===== src/rtl/cp0_pkg.sv =====
// Shared CP0 register numbers, field positions and the reset PRId value.
// Also provides the SR/Cause packing helpers used by the read mux.
package cp0_pkg;

  localparam logic [4:0] CP0_SR    = 5'd12;
  localparam logic [4:0] CP0_CAUSE = 5'd13;
  localparam logic [4:0] CP0_EPC   = 5'd14;
  localparam logic [4:0] CP0_PRID  = 5'd15;

  localparam int IM_LO   = 10;
  localparam int IM_HI   = 15;
  localparam int EXL_BIT = 1;
  localparam int IE_BIT  = 0;

  localparam logic [31:0] PRID_DEFAULT = 32'h0000_3000;

  function automatic logic [31:0] pack_sr(input logic [5:0] im, input logic exl,
                                          input logic ie);
    logic [31:0] v;
    v = '0;
    v[IM_HI:IM_LO] = im;
    v[EXL_BIT]     = exl;
    v[IE_BIT]      = ie;
    return v;
  endfunction

  function automatic logic [31:0] pack_cause(input logic [5:0] ip);
    logic [31:0] v;
    v = '0;
    v[IM_HI:IM_LO] = ip;
    return v;
  endfunction

endpackage


===== src/rtl/cp0_sync2.sv =====
// Two-flop synchroniser for the asynchronous device interrupt lines.
// Output is registered; a change on d appears on q after the second edge.
module cp0_sync2 #(
  parameter int WIDTH = 6
) (
  input  logic             clk,
  input  logic             rst,
  input  logic [WIDTH-1:0] d,
  output logic [WIDTH-1:0] q
);

  logic [WIDTH-1:0] meta_reg;
  logic [WIDTH-1:0] sync_reg;

  always_ff @(posedge clk or negedge rst) begin
    if (!rst) begin
      meta_reg <= '0;
      sync_reg <= '0;
    end else begin
      meta_reg <= d;
      sync_reg <= meta_reg;
    end
  end

  assign q = sync_reg;

endmodule


===== src/rtl/cp0_unit.sv =====
// Coprocessor 0: SR, Cause, EPC, PRId plus hardware interrupt request.
// Handles mtc0/mfc0, interrupt entry (EPC capture, EXL set) and eret.
module cp0_unit
  import cp0_pkg::*;
#(
  parameter logic [31:0] PRID_VAL  = PRID_DEFAULT,
  parameter int          NUM_HWINT = 6
) (
  input  logic                 clk,
  input  logic                 rst,
  input  logic [29:0]          pc,
  input  logic [31:0]          din,
  input  logic [4:0]           sel,
  input  logic                 we,
  input  logic                 exl_set,
  input  logic                 exl_clr,
  input  logic [NUM_HWINT-1:0] hwint,
  output logic                 int_req,
  output logic [29:0]          epc,
  output logic [31:0]          dout
);

  logic [5:0]  im_reg, im_next;
  logic        exl_reg, exl_next;
  logic        ie_reg, ie_next;
  logic [29:0] epc_reg, epc_next;
  logic [NUM_HWINT-1:0] ip;

  cp0_sync2 #(.WIDTH(NUM_HWINT)) u_sync (
    .clk (clk),
    .rst (rst),
    .d   (hwint),
    .q   (ip)
  );

  // Later assignments override earlier ones, so the order here encodes the
  // priority: mtc0 < eret < interrupt entry.
  always_comb begin
    im_next  = im_reg;
    exl_next = exl_reg;
    ie_next  = ie_reg;
    epc_next = epc_reg;
    if (we && sel == CP0_SR) begin
      im_next  = din[IM_HI:IM_LO];
      exl_next = din[EXL_BIT];
      ie_next  = din[IE_BIT];
    end
    if (we && sel == CP0_EPC) begin
      epc_next = din[31:2];
    end
    if (exl_clr) begin
      exl_next = 1'b0;
    end
    if (exl_set) begin
      exl_next = 1'b1;
      epc_next = pc;
    end
  end

  always_ff @(posedge clk or negedge rst) begin
    if (!rst) begin
      im_reg  <= '0;
      exl_reg <= 1'b0;
      ie_reg  <= 1'b0;
      epc_reg <= '0;
    end else begin
      im_reg  <= im_next;
      exl_reg <= exl_next;
      ie_reg  <= ie_next;
      epc_reg <= epc_next;
    end
  end

  assign int_req = (|(ip & im_reg)) & ie_reg & ~exl_reg;
  assign epc     = epc_reg;

  always_comb begin
    dout = '0;
    case (sel)
      CP0_SR:    dout = pack_sr(im_reg, exl_reg, ie_reg);
      CP0_CAUSE: dout = pack_cause(ip);
      CP0_EPC:   dout = {epc_reg, 2'b00};
      CP0_PRID:  dout = PRID_VAL;
      default:   dout = '0;
    endcase
  end

endmodule


===== config.mk =====
export PLATFORM = sky130hd
export DESIGN_NAME = cp0_unit
export DESIGN_NICKNAME = d
export VERILOG_FILES = /design/src/rtl/cp0_pkg.sv /design/src/rtl/cp0_sync2.sv /design/src/rtl/cp0_unit.sv
export SDC_FILE = /design/constraint.sdc
export NUM_CORES = 1
export LEC_CHECK = 0
export ABC_CLOCK_PERIOD_IN_PS = 2020
export CORE_UTILIZATION = 35
export CTS_CLUSTER_SIZE = 25
export DETAILED_ROUTE_END_ITERATION = 6
export GPL_TIMING_DRIVEN = 0
export PLACE_DENSITY = 0.78
export SLEW_MARGIN = 10
export SYNTH_ARGS = -nofsm -noshare
export SYNTH_HDL_FRONTEND = slang
export SYNTH_HIERARCHICAL = 1
export SYNTH_SLANG_ARGS = --single-unit

===== constraint.sdc =====
create_clock -name clk -period 2.02 [get_ports clk]
set_clock_uncertainty 0.2 [all_clocks]
set_input_delay 0.404 -clock clk [delete_from_list [all_inputs] [get_ports clk]]
set_output_delay 0.404 -clock clk [all_outputs]
set_load 0.03 [all_outputs]

Yosys cells after proc, flatten, opt, wreduce, memory -nomap -nowiden
Cells that the tools add are included.

cells by class
  eq/ne operators = 4
  multiplexer cells = 6
  bitwise operators = 4
  reductions and logical operators = 5

operators with widths
  kind                  count
  $pmux W32 S4          1
  $mux W30              2
  $eq A5 B4 Y1 const B  4
  $and A6 B6 Y6         1
  $reduce_or A6 Y1      1
  $mux W1               3
  $reduce_bool A3 Y1    1
  $and A1 B1 Y1         2
  $logic_and A1 B1 Y1   2
  $reduce_bool A2 Y1    1
  $not A1 Y1            1

word-level totals
  bits in registers = 50

Longest topological paths before layout
Gate-level depths: netlist of run 1.

  depth after elaboration = 5
  depth in mapped cells = 5
  depth with buffers taken out = 3

Modules after synthesis
Netlist of run 1, hierarchy kept.

modules (own cells, without submodules)
  module     times used  cells each  area each (µm²)
  cp0_unit   1           288         2686.3
  cp0_sync2  1           12          300.3

Worst setup path after synthesis of run 1
No wires, ideal clock.

  path type = in2out
  start = in sel[4]
  end = out dout[1]
  data arrival time = 1.789 ns
  path slack = -0.373 ns
  stages on the path = 2
  cells stage by stage = nand3b_1 -> nor4b_1

on the way
  word-level cells in the longest chain between the ends = 2
  elaborated cells on any way between the ends = 5
  those cells by class = 4 x eq/ne; 1 x mux

RTL lines
  item                line            source
  start: declaration  cp0_unit.sv:13  input logic [4:0] sel,
  $eq A5 B4 Y1        cp0_unit.sv:79  case (sel)
  $pmux W32 S4 *      cp0_unit.sv:79
  end: declaration    cp0_unit.sv:20  output logic [31:0] dout

Mark *: on every way between the ends. The rest lies on a longest branch, timed or not.

Worst setup path after layout of run 1
  start = in sel[4]
  end = out dout[3]

The elaborated chain is that of the path after synthesis.

==> impl_metrics.yaml, run 1 <==
run_status:
  status: "complete, but fails checks"
  violations: "negative setup slack"
critical_path:
  cp_slowest_stage_delay_ns: 0.24
  reg2reg_from: "exl_reg"
  cpMostUsedCell: "buf_6"
  crit_slowest_cell: "nand3b_1"
  cp-end-kind: "output port"
  cp.arrival_ns: 1.44
  critPathMaxFanout: 6
  crit_path_start_kind: "input pin"
  worst-r2r-cell-count: 3
  crit_path_cell_trace: "buf_6, nand3b_1, nor2_4, buf_12, buf_8, and2_4, buf_6"
  critPathBufInv: 4
  reg2reg_slack_ns: 0.65
  crit_family: "simple AND/OR/NAND/NOR gates"
  worstPathRequired_ns: 1.42
  worstSetupPathType: "in2out"
  reg2reg_to: "exl_reg"
  critPathLaunch: "sel[4]"
clock_network:
  cts_buffers: 5
  root_buffer: "clkbuf_8"
  cts.sinks: 50
  cts_tree: "built"
  clkLatencyLatePin_ns: 0.30
  clk_pin_slew_ns: 0.10
  h-tree-depth: 2
  clockBufferDepth: 2
timing:
  setup_ws_ns: -0.0194
  fmax_ghz: 0.490
  finalSetupTns_ns: -0.196
  period_share: 1.01
  hold_viol: 0
  slew_headroom: 0.593
  setup_viol_count_final: 15
  worst_pin_slew_ns: 0.610
  holdWs_ns: 0.152
  rsz0062_at_grt: "yes"
  period_needed_ns: 2.04
  drv_slew: 0
power_and_ir_drop:
  peakVddDrop_mv: 0.477
  power_per_cell_area_nw_per_um2: 567
  power_leakage_nw: 2.21
yosys:
  ys_ff_latch: 50
  syn_area_sq_um: 2990
  synthDistinctLibCells: 22
  synth_cells: 300
  synth_top_family_by_area: "simple AND/OR/NAND/NOR gates"
  yosysWarnings: 6
  yosysSeqAreaShare: 0.419
  synth-compound-area-share: 0.0968
  yosys.area_share.adder: 0
  yosys-mux-area-fraction: 0.148
  syn_avg_cell_area_sq_um: 9.96
  synthXorXnorAreaFrac: 0
  syn_nets: 378
  yosys.area_share.simple: 0.299
layout:
  multi_input_area_sq_um: 1760
  final_area_sq_um: 5010
  largest_reg_flops: 30
  seq_area_sq_um: 1250
  n_fill_cell: 689
  nNetsFinal: 538
  layout_common_cells: "clkdlybuf4s50_1 (83), dfrtp_1 (50), mux2i_1 (34), nand2_1 (34), a22oi_1 (33)"
  drive_above_1_share: 0.258
  n_antenna_cell: 0
  final_common_cell: "clkdlybuf4s50_1"
  syn_to_final_growth_pct: 67.8
placement:
  dpl_cell_area_sq_um: 4580
  hpwlAfterDp_um: 7230
  gp_congestion: 0.813
  io_buffers: 139
  pre_cts_slack_ns: -1.64
global_routing:
  grt_antenna_before_repair: 0
  grt_pass1_wl_um: 15800
  grt_start_max_net_pins: 30
  grt_use_total: 0.234
  grt_overflow: 0
  grt_pass1_vias: 3003
floorplanning:
  die_w_um: 94.4
  fp.coreArea_sq_um: 8220
  dieArea_sq_um: 8910
  initial_utilization: 0.363
  die_h_um: 94.4
  num_rows: 33
  pin_count: 141
worst_hold_path:
  worstHoldPathCells: 0
  hp-class: "reg2reg"
  min-delay-start: "u_sync/meta_reg[5]"
  hold_end: "u_sync/q[5]"
route:
  drc_errors: 0
  via_count: 2969
  viasPerCell: 5.25
  drtIter0Drc: 98
  routedWlPerCell_um: 18.3
  dr.pass1.iters: 4
  routed_wl_um: 10300
  final_antenna_net_count: 0
flow_run:
  max_cap_viol_count: 0
==> synth_stat cells <==
library cell	count	area share
and2_1	24	0.050
inv_1	1	0.0013
or2_2	4	0.0084
nor4_1	1	0.0021
mux2_2	9	0.034
buf_2	6	0.010
nor2b_1	31	0.065
clkbuf_1	21	0.026
dfrtp_1	50	0.42
nand2b_1	3	0.0063
nand3b_1	1	0.0025
nor4bb_1	30	0.10
o22ai_1	2	0.0042
mux2i_1	34	0.11
a311oi_1	1	0.0029
a22oi_1	33	0.083
nor4b_1	1	0.0029
and4b_1	2	0.0067
a21oi_1	4	0.0067
nand2_1	35	0.044
nor2_1	6	0.0075
or4_1	1	0.0025
==> report_power, final <==
part	leakage [nW]	switching [W]	internal, W
Clock	0.0441	0.000368	0.000245
Combinational	1.58	0.000505	0.000509
Sequential	0.579	0.0000924	0.00112
Total	2.21	0.000966	0.00188
==> routing by layer <==
layer,vias to the layer above,GRT usage,part of all wire
met5,-,0,0
met4,0,0.0628,0.011
met3,9,0.0395,0.064
met2,111,0.414,0.50
met1,1451,0.292,0.43
li1,1398,-,-
==> logic make-up after synthesis <==
kind of cell | Yosys count
AO/OA/AOI/OAI | 40
AND/OR/NAND/NOR | 139
multiplexers | 43
flip-flops | 50
buffers and inverters | 28
==> what timing repair did <==
action                                  in CTS  in global routing
buffers inserted                             6                  3
endpoints found under the hold margin       21                  0
hold buffers                                 1                  0
pin swaps                                   21                  3
endpoints found under the setup margin      34                 80
gates cloned                                 2                  1
resized for setup                          286                 46
==> area by class of cell <==
cell class                      instances  share of cell area
Multi-Input combinational cell        222               0.351
Timing Repair Buffer                  153               0.321
Clock inverter                          3             0.00424
Buffer                                 27              0.0339
Inverter                                1            0.000749
Clock buffer                            5              0.0137
Tap cell                              105              0.0262
Sequential cell                        50               0.250
==> how the worst max path moves through the flow <==
| stage | to | slack, ns | cells past startpoint |
|---|---|---|---|
| floorplan | dout[15] | -0.08 | 4 |
| global placement | dout[20] | -1.56 | 6 |
| detailed placement | dout[3] | -1.64 | 6 |
| CTS | dout[3] | -0.05 | 6 |
| global route | dout[3] | -0.07 | 7 |
| finish | dout[3] | -0.02 | 7 |
==> through the flow <==
stage / power (W) / utilization / cells
floorplan: 0.00173 / - / 300
global placement: 0.00216 / 0.555 / 544
detailed placement: 0.00219 / 0.557 / 545
CTS: 0.00283 / 0.589 / 562
global route: 0.00298 / 0.610 / 566
finish: 0.00284 / 0.610 / 566
(Power assumes the default switching activity.)
==> run 2: changes to the inputs <==
--- a/config.mk
+++ b/config.mk
@@ -9,6 +9,7 @@
 export CORE_UTILIZATION = 35
 export CTS_CLUSTER_SIZE = 25
 export DETAILED_ROUTE_END_ITERATION = 6
+export GPL_ROUTABILITY_DRIVEN = 1
 export GPL_TIMING_DRIVEN = 0
 export PLACE_DENSITY = 0.78
 export SLEW_MARGIN = 10
==> constraint.sdc (replaced) <==
create_clock -name clk -period 2.02 [get_ports clk]
set_clock_uncertainty 0.2 [all_clocks]
set_input_delay 0.404 -clock clk [delete_from_list [all_inputs] [get_ports clk]]
set_output_delay 0.404 -clock clk [all_outputs]
set_load 0.01 [all_outputs]
==> impl_metrics.yaml, run 2 (same netlist as run 1, synthesis figures left out) <==
layout:
  n_antenna_cell: 0
  utilization: 0.596
  nNetsFinal: 547
  largest_reg_flops: 30
  seq_area_sq_um: 1250
  finalNonFillerCells: 575
  syn_to_final_growth_pct: 63.9
  n_fill_cell: 706
  drive_above_1_share: 0.228
  layout_common_cells: "clkdlybuf4s50_1 (100), dfrtp_1 (50), nand2_1 (35)"
  final_common_cell: "clkdlybuf4s50_1"
  multi_input_area_sq_um: 1690
global_routing:
  grt_start_max_net_pins: 29
  grtUsageMet3: 0.0403
  grt_antenna_before_repair: 0
  gr-usage-met2: 0.408
  grt_overflow: 0
  grtUsageMet1: 0.299
  grt_pass1_wl_um: 15800
  grt_pass1_vias: 3100
  grt-busiest-layer: "met2"
  grt_use_total: 0.233
route:
  drc_errors: 0
  routedWlPerCell_um: 17.8
  final_antenna_net_count: 0
  dr.pass1.iters: 4
  routed_wl_um: 10300
  drtIter0Drc: 192
  via_count: 3059
  viasPerCell: 5.32
placement:
  pre_cts_slack_ns: -1.41
  dp_cells: 545
  hpwlAfterDp_um: 7170
  gp_congestion: 0.785
  io_buffers: 139
power_and_ir_drop:
  power_leakage_nw: 2.07
  switchingPower_w: 0.000801
  power_per_cell_area_nw_per_um2: 555
  pwr-share-comb: 0.316
  swShare: 0.295
  clockPowerShare: 0.238
  peakVddDrop_mv: 0.534
  p_seq_frac: 0.446
  internal-power_w: 0.00191
critical_path:
  cpMostUsedCell: "buf_6"
  critPathBufInv: 5
  cp_slowest_stage_delay_ns: 0.23
  crit_path_cell_trace: "buf_6, nand3b_1, nor2_4, buf_6, clkbuf_8, buf_6, and2_4, buf_6"
  crit_family: "simple AND/OR/NAND/NOR gates"
  worstPathRequired_ns: 1.42
  worstSetupPathType: "in2out"
  crit_path_start_kind: "input pin"
  critPathMaxFanout: 5
  cp-end-kind: "output port"
  crit_slowest_cell: "nand3b_1"
  cp.arrival_ns: 1.50
worst_hold_path:
  hp-class: "reg2reg"
timing:
  rsz0062_at_grt: "yes"
  holdWs_ns: 0.158
  setup_ws_ns: -0.0879
  finalSetupTns_ns: -0.912
  fmax_ghz: 0.474
  worst_pin_slew_ns: 0.650
  period_share: 1.04
  drv_slew: 0
  slew_headroom: 0.567
  period_needed_ns: 2.11
  hold_viol: 0
  setup_viol_count_final: 17
floorplanning:
  die_h_um: 94.4
  num_rows: 33
  die_w_um: 94.4
  fp.coreArea_sq_um: 8220
  dieArea_sq_um: 8910
  initial_utilization: 0.363
  pin_count: 141
clock_network:
  clockBufferDepth: 2
  cts_tree: "built"
  clk_pin_slew_ns: 0.09
  clkLatencyLatePin_ns: 0.31
  root_buffer: "clkbuf_8"
  cts_buffers: 5
  h-tree-depth: 2
  cts.sinks: 50
run_status:
  violations: "negative setup slack"
  status: "complete, but fails checks"
flow_run:
  max_cap_viol_count: 0
[run 2: cell count changes in the layout (fill, tap and decap cells not counted), sizes merged]
cell           delta
clkdlybuf4s15     +5
clkdlybuf4s50    +17
dlymetal6s2s     -17
buf               -3
clkinvlp          -1
clkbuf            +7
dlygate4sd2       +1
[run 2: repair_timing]
item / 4_1_cts / 5_1_grt
hold buffers: 1 / 0
pin swaps: 11 / 3
cloned: 2 / 0
setup buffers: 19 / 1
setup endpoints to repair: 33 / 36
hold endpoints to repair: 27 / 0
resized for setup: 191 / 16
[run 2: power groups by stage]
stage,clock network [W],logic (W),registers [W]
2_1_floorplan,0,0.000331,0.00125
3_3_place_gp,0,0.000787,0.00122
3_5_place_dp,0,0.000809,0.00123
4_1_cts,0.000658,0.000853,0.00121
5_1_grt,0.000704,0.000926,0.00123
6_report,0.000645,0.000859,0.00121
[run 2: final timing paths]
path / start / to / slack [ns] / cells after the start
max in group asynchronous: rst / epc[24] / 0.61 / 3
min in group asynchronous: rst / u_sync/meta_reg[1] / 0.45 / 2
worst min register to register: u_sync/meta_reg[0] / u_sync/q[0] / 0.16 / 0
worst min-delay path: u_sync/meta_reg[0] / u_sync/q[0] / 0.16 / 0
worst max-delay path: sel[4] / dout[31] / -0.09 / 8
worst max register to register: exl_reg / exl_reg / 0.63 / 3
[run 2: metal layers]
| metal | share of wire | wire length (um) | vias up |
|---|---|---|---|
| li1 | - | - | 1414 |
| met5 | 0 | 0 | - |
| met3 | 0.070 | 717 | 6 |
| met4 | 0.0076 | 78 | 0 |
| met2 | 0.51 | 5200 | 124 |
| met1 | 0.42 | 4260 | 1515 |
[run 2: area by class of cell]
type,count,share of cell area
Buffer,26,0.0299
Timing Repair Buffer,163,0.322
Tap cell,105,0.0268
Inverter,1,0.000767
Sequential cell,50,0.256
Multi-Input combinational cell,222,0.345
Clock buffer,6,0.0169
Clock inverter,2,0.00358
[run 2: per-stage QoR]
stage | total power (W) | instance area [sq um]
floorplan | 0.00158 | 2990
global placement | 0.00201 | 4510
detailed placement | 0.00204 | 4520
CTS | 0.00272 | 4880
global route | 0.00286 | 4890
finish | 0.00271 | 4890
==> run 3: changes to the inputs <==
==> constraint.sdc (replaced) <==
create_clock -name clk -period 2.02 [get_ports clk]
set_clock_uncertainty 0.2 [all_clocks]
set_input_delay 0.303 -clock clk [delete_from_list [all_inputs] [get_ports clk]]
set_output_delay 0.303 -clock clk [all_outputs]
set_load 0.01 [all_outputs]
==> impl_metrics.yaml, run 3 (same netlist as run 1, synthesis figures left out) <==
floorplanning:
  initial_utilization: 0.363
  die_h_um: 94.4
  num_rows: 33
  die_w_um: 94.4
  fp.coreArea_sq_um: 8220
  pin_count: 141
  dieArea_sq_um: 8910
layout:
  seq_area_sq_um: 1250
  final_common_cell: "clkdlybuf4s50_1"
  drive_above_1_share: 0.193
  syn_to_final_growth_pct: 61.6
  final_area_sq_um: 4830
  layout_common_cells: "clkdlybuf4s50_1 (100), dfrtp_1 (50), nand2_1 (35)"
  multi_input_area_sq_um: 1670
  nNetsFinal: 549
  largest_reg_flops: 30
  n_antenna_cell: 0
  n_fill_cell: 724
critical_path:
  reg2reg_to: "exl_reg"
  worst-r2r-cell-count: 3
  critPathMaxFanout: 10
  reg2reg_from: "exl_reg"
  worstSetupPathType: "in2out"
  crit_path_start_kind: "input pin"
  crit_slowest_cell: "mux2_2"
  cp-end-kind: "output port"
  reg2reg_slack_ns: 0.62
  worstPathRequired_ns: 1.52
  cp.arrival_ns: 1.47
  crit_path_cell_trace: "clkbuf_4, buf_8, mux2_2, o22ai_2, nor2_1, dlygate4sd2_1"
  cp_slowest_stage_delay_ns: 0.35
clock_network:
  cts_tree: "built"
  clk_pin_slew_ns: 0.10
  clockBufferDepth: 2
  clkLatencyLatePin_ns: 0.30
  h-tree-depth: 2
  root_buffer: "clkbuf_8"
  cts_buffers: 5
  cts.sinks: 50
global_routing:
  grt_start_max_net_pins: 29
  grt_pass1_vias: 3026
  grt_overflow: 0
  grt_antenna_before_repair: 0
  grt_pass1_wl_um: 15500
  grt_use_total: 0.228
run_status:
  status: "finished, final reports clean"
timing:
  period_share: 0.975
  fmax_ghz: 0.508
  period_needed_ns: 1.97
  drv_slew: 0
  holdWs_ns: 0.158
  slew_headroom: 0.558
  hold_viol: 0
  setup_viol_count_final: 0
  worst_pin_slew_ns: 0.664
route:
  drtIter0Drc: 206
  routed_wl_um: 10200
  final_antenna_net_count: 0
  viasPerCell: 5.27
  dr.pass1.iters: 4
  routedWlPerCell_um: 17.6
  via_count: 3040
  drc_errors: 0
placement:
  dpl_cell_area_sq_um: 4520
  hpwlAfterDp_um: 7170
  gp_congestion: 0.785
  io_buffers: 139
power_and_ir_drop:
  pwr-share-comb: 0.318
  power_per_cell_area_nw_per_um2: 561
  p_seq_frac: 0.446
  power_leakage_nw: 2.08
  peakVddDrop_mv: 0.548
  swShare: 0.294
  switchingPower_w: 0.000795
  internal-power_w: 0.00191
  clockPowerShare: 0.236
worst_hold_path:
  hold_end: "u_sync/q[0]"
  hp-class: "reg2reg"
  worstHoldPathCells: 0
  min-delay-start: "u_sync/meta_reg[0]"
flow_run:
  max_cap_viol_count: 0
-- run 3: cell types whose count changed in the layout (fill, tap and decap cells not counted), moves of 3 or more --
cell and delta:
buf_2 -3, clkbuf_4 -3, buf_4 +7, dlygate4sd2_1 +8, and2_4 -7, buf_6 -13, clkbuf_2 +7, and2_1 +7
-- run 3: power by group through the flow --
stage | clock (W) | sequential [W] | combinational [W]
2_1_floorplan | 0 | 0.00125 | 0.000331
3_3_place_gp | 0 | 0.00122 | 0.000787
3_5_place_dp | 0 | 0.00123 | 0.000809
4_1_cts | 0.000658 | 0.00121 | 0.000825
5_1_grt | 0.000704 | 0.00122 | 0.000928
6_report | 0.000640 | 0.00121 | 0.000861
-- run 3: metrics by stage --
stage	worst slack [ns]	util	power (W)	setup TNS [ns]	std cells
5_1_grt	-0.00373	0.587	0.00285	-0.00373	577
3_3_place_gp	-1.18	0.549	0.00201	-92.74	544
4_1_cts	0.00118	0.581	0.00269	0	569
2_1_floorplan	0.291	-	0.00158	0	300
3_5_place_dp	-1.21	0.551	0.00204	-39.81	545
6_report	0.0509	0.587	0.00271	0	577
-- run 3: per-layer routing --
metal  wire, um  GRT usage  up-vias
met5          0          0        -
met4        109     0.0538        0
met3        597     0.0419        8
met2       5120      0.396      104
met1       4340      0.293     1512
li1           -          -     1416
-- run 3: worst max-delay path by stage --
stage / depth (start not counted) / end / startpoint / slack, ns
after floorplan: 4 / dout[16] / sel[4] / 0.29
after global placement: 6 / dout[2] / sel[4] / -1.18
after detailed placement: 6 / dout[9] / sel[4] / -1.21
after CTS: 6 / dout[12] / sel[1] / 0.001
after global routing: 4 / dout[13] / epc[11] / -0.004
final: 6 / dout[12] / sel[1] / 0.05
-- run 3: cell type report --
cell class,instances,share of cell area
inverter,1,0.000778
buffer,27,0.0314
sequential,50,0.259
multi-input combinational,222,0.347
tap,105,0.0272
clock buffer,6,0.0171
timing repair buffer,164,0.314
clock inverter,2,0.00363
-- run 3: repair_timing --
action                     CTS  global route
gates cloned                 2             0
hold buffers                 1             0
gates resized for setup    124            24
setup buffers               13             8
hold endpoints to repair    27             0
setup endpoints to repair   33            26
pin swaps                    2             1
-- run 3: worst max-delay path, delay by kind of cell --
family / cells / cell delay, ns
buf+inv: 3 / 0.61
simple gates: 1 / 0.07
mux: 1 / 0.35
compound gates: 1 / 0.13
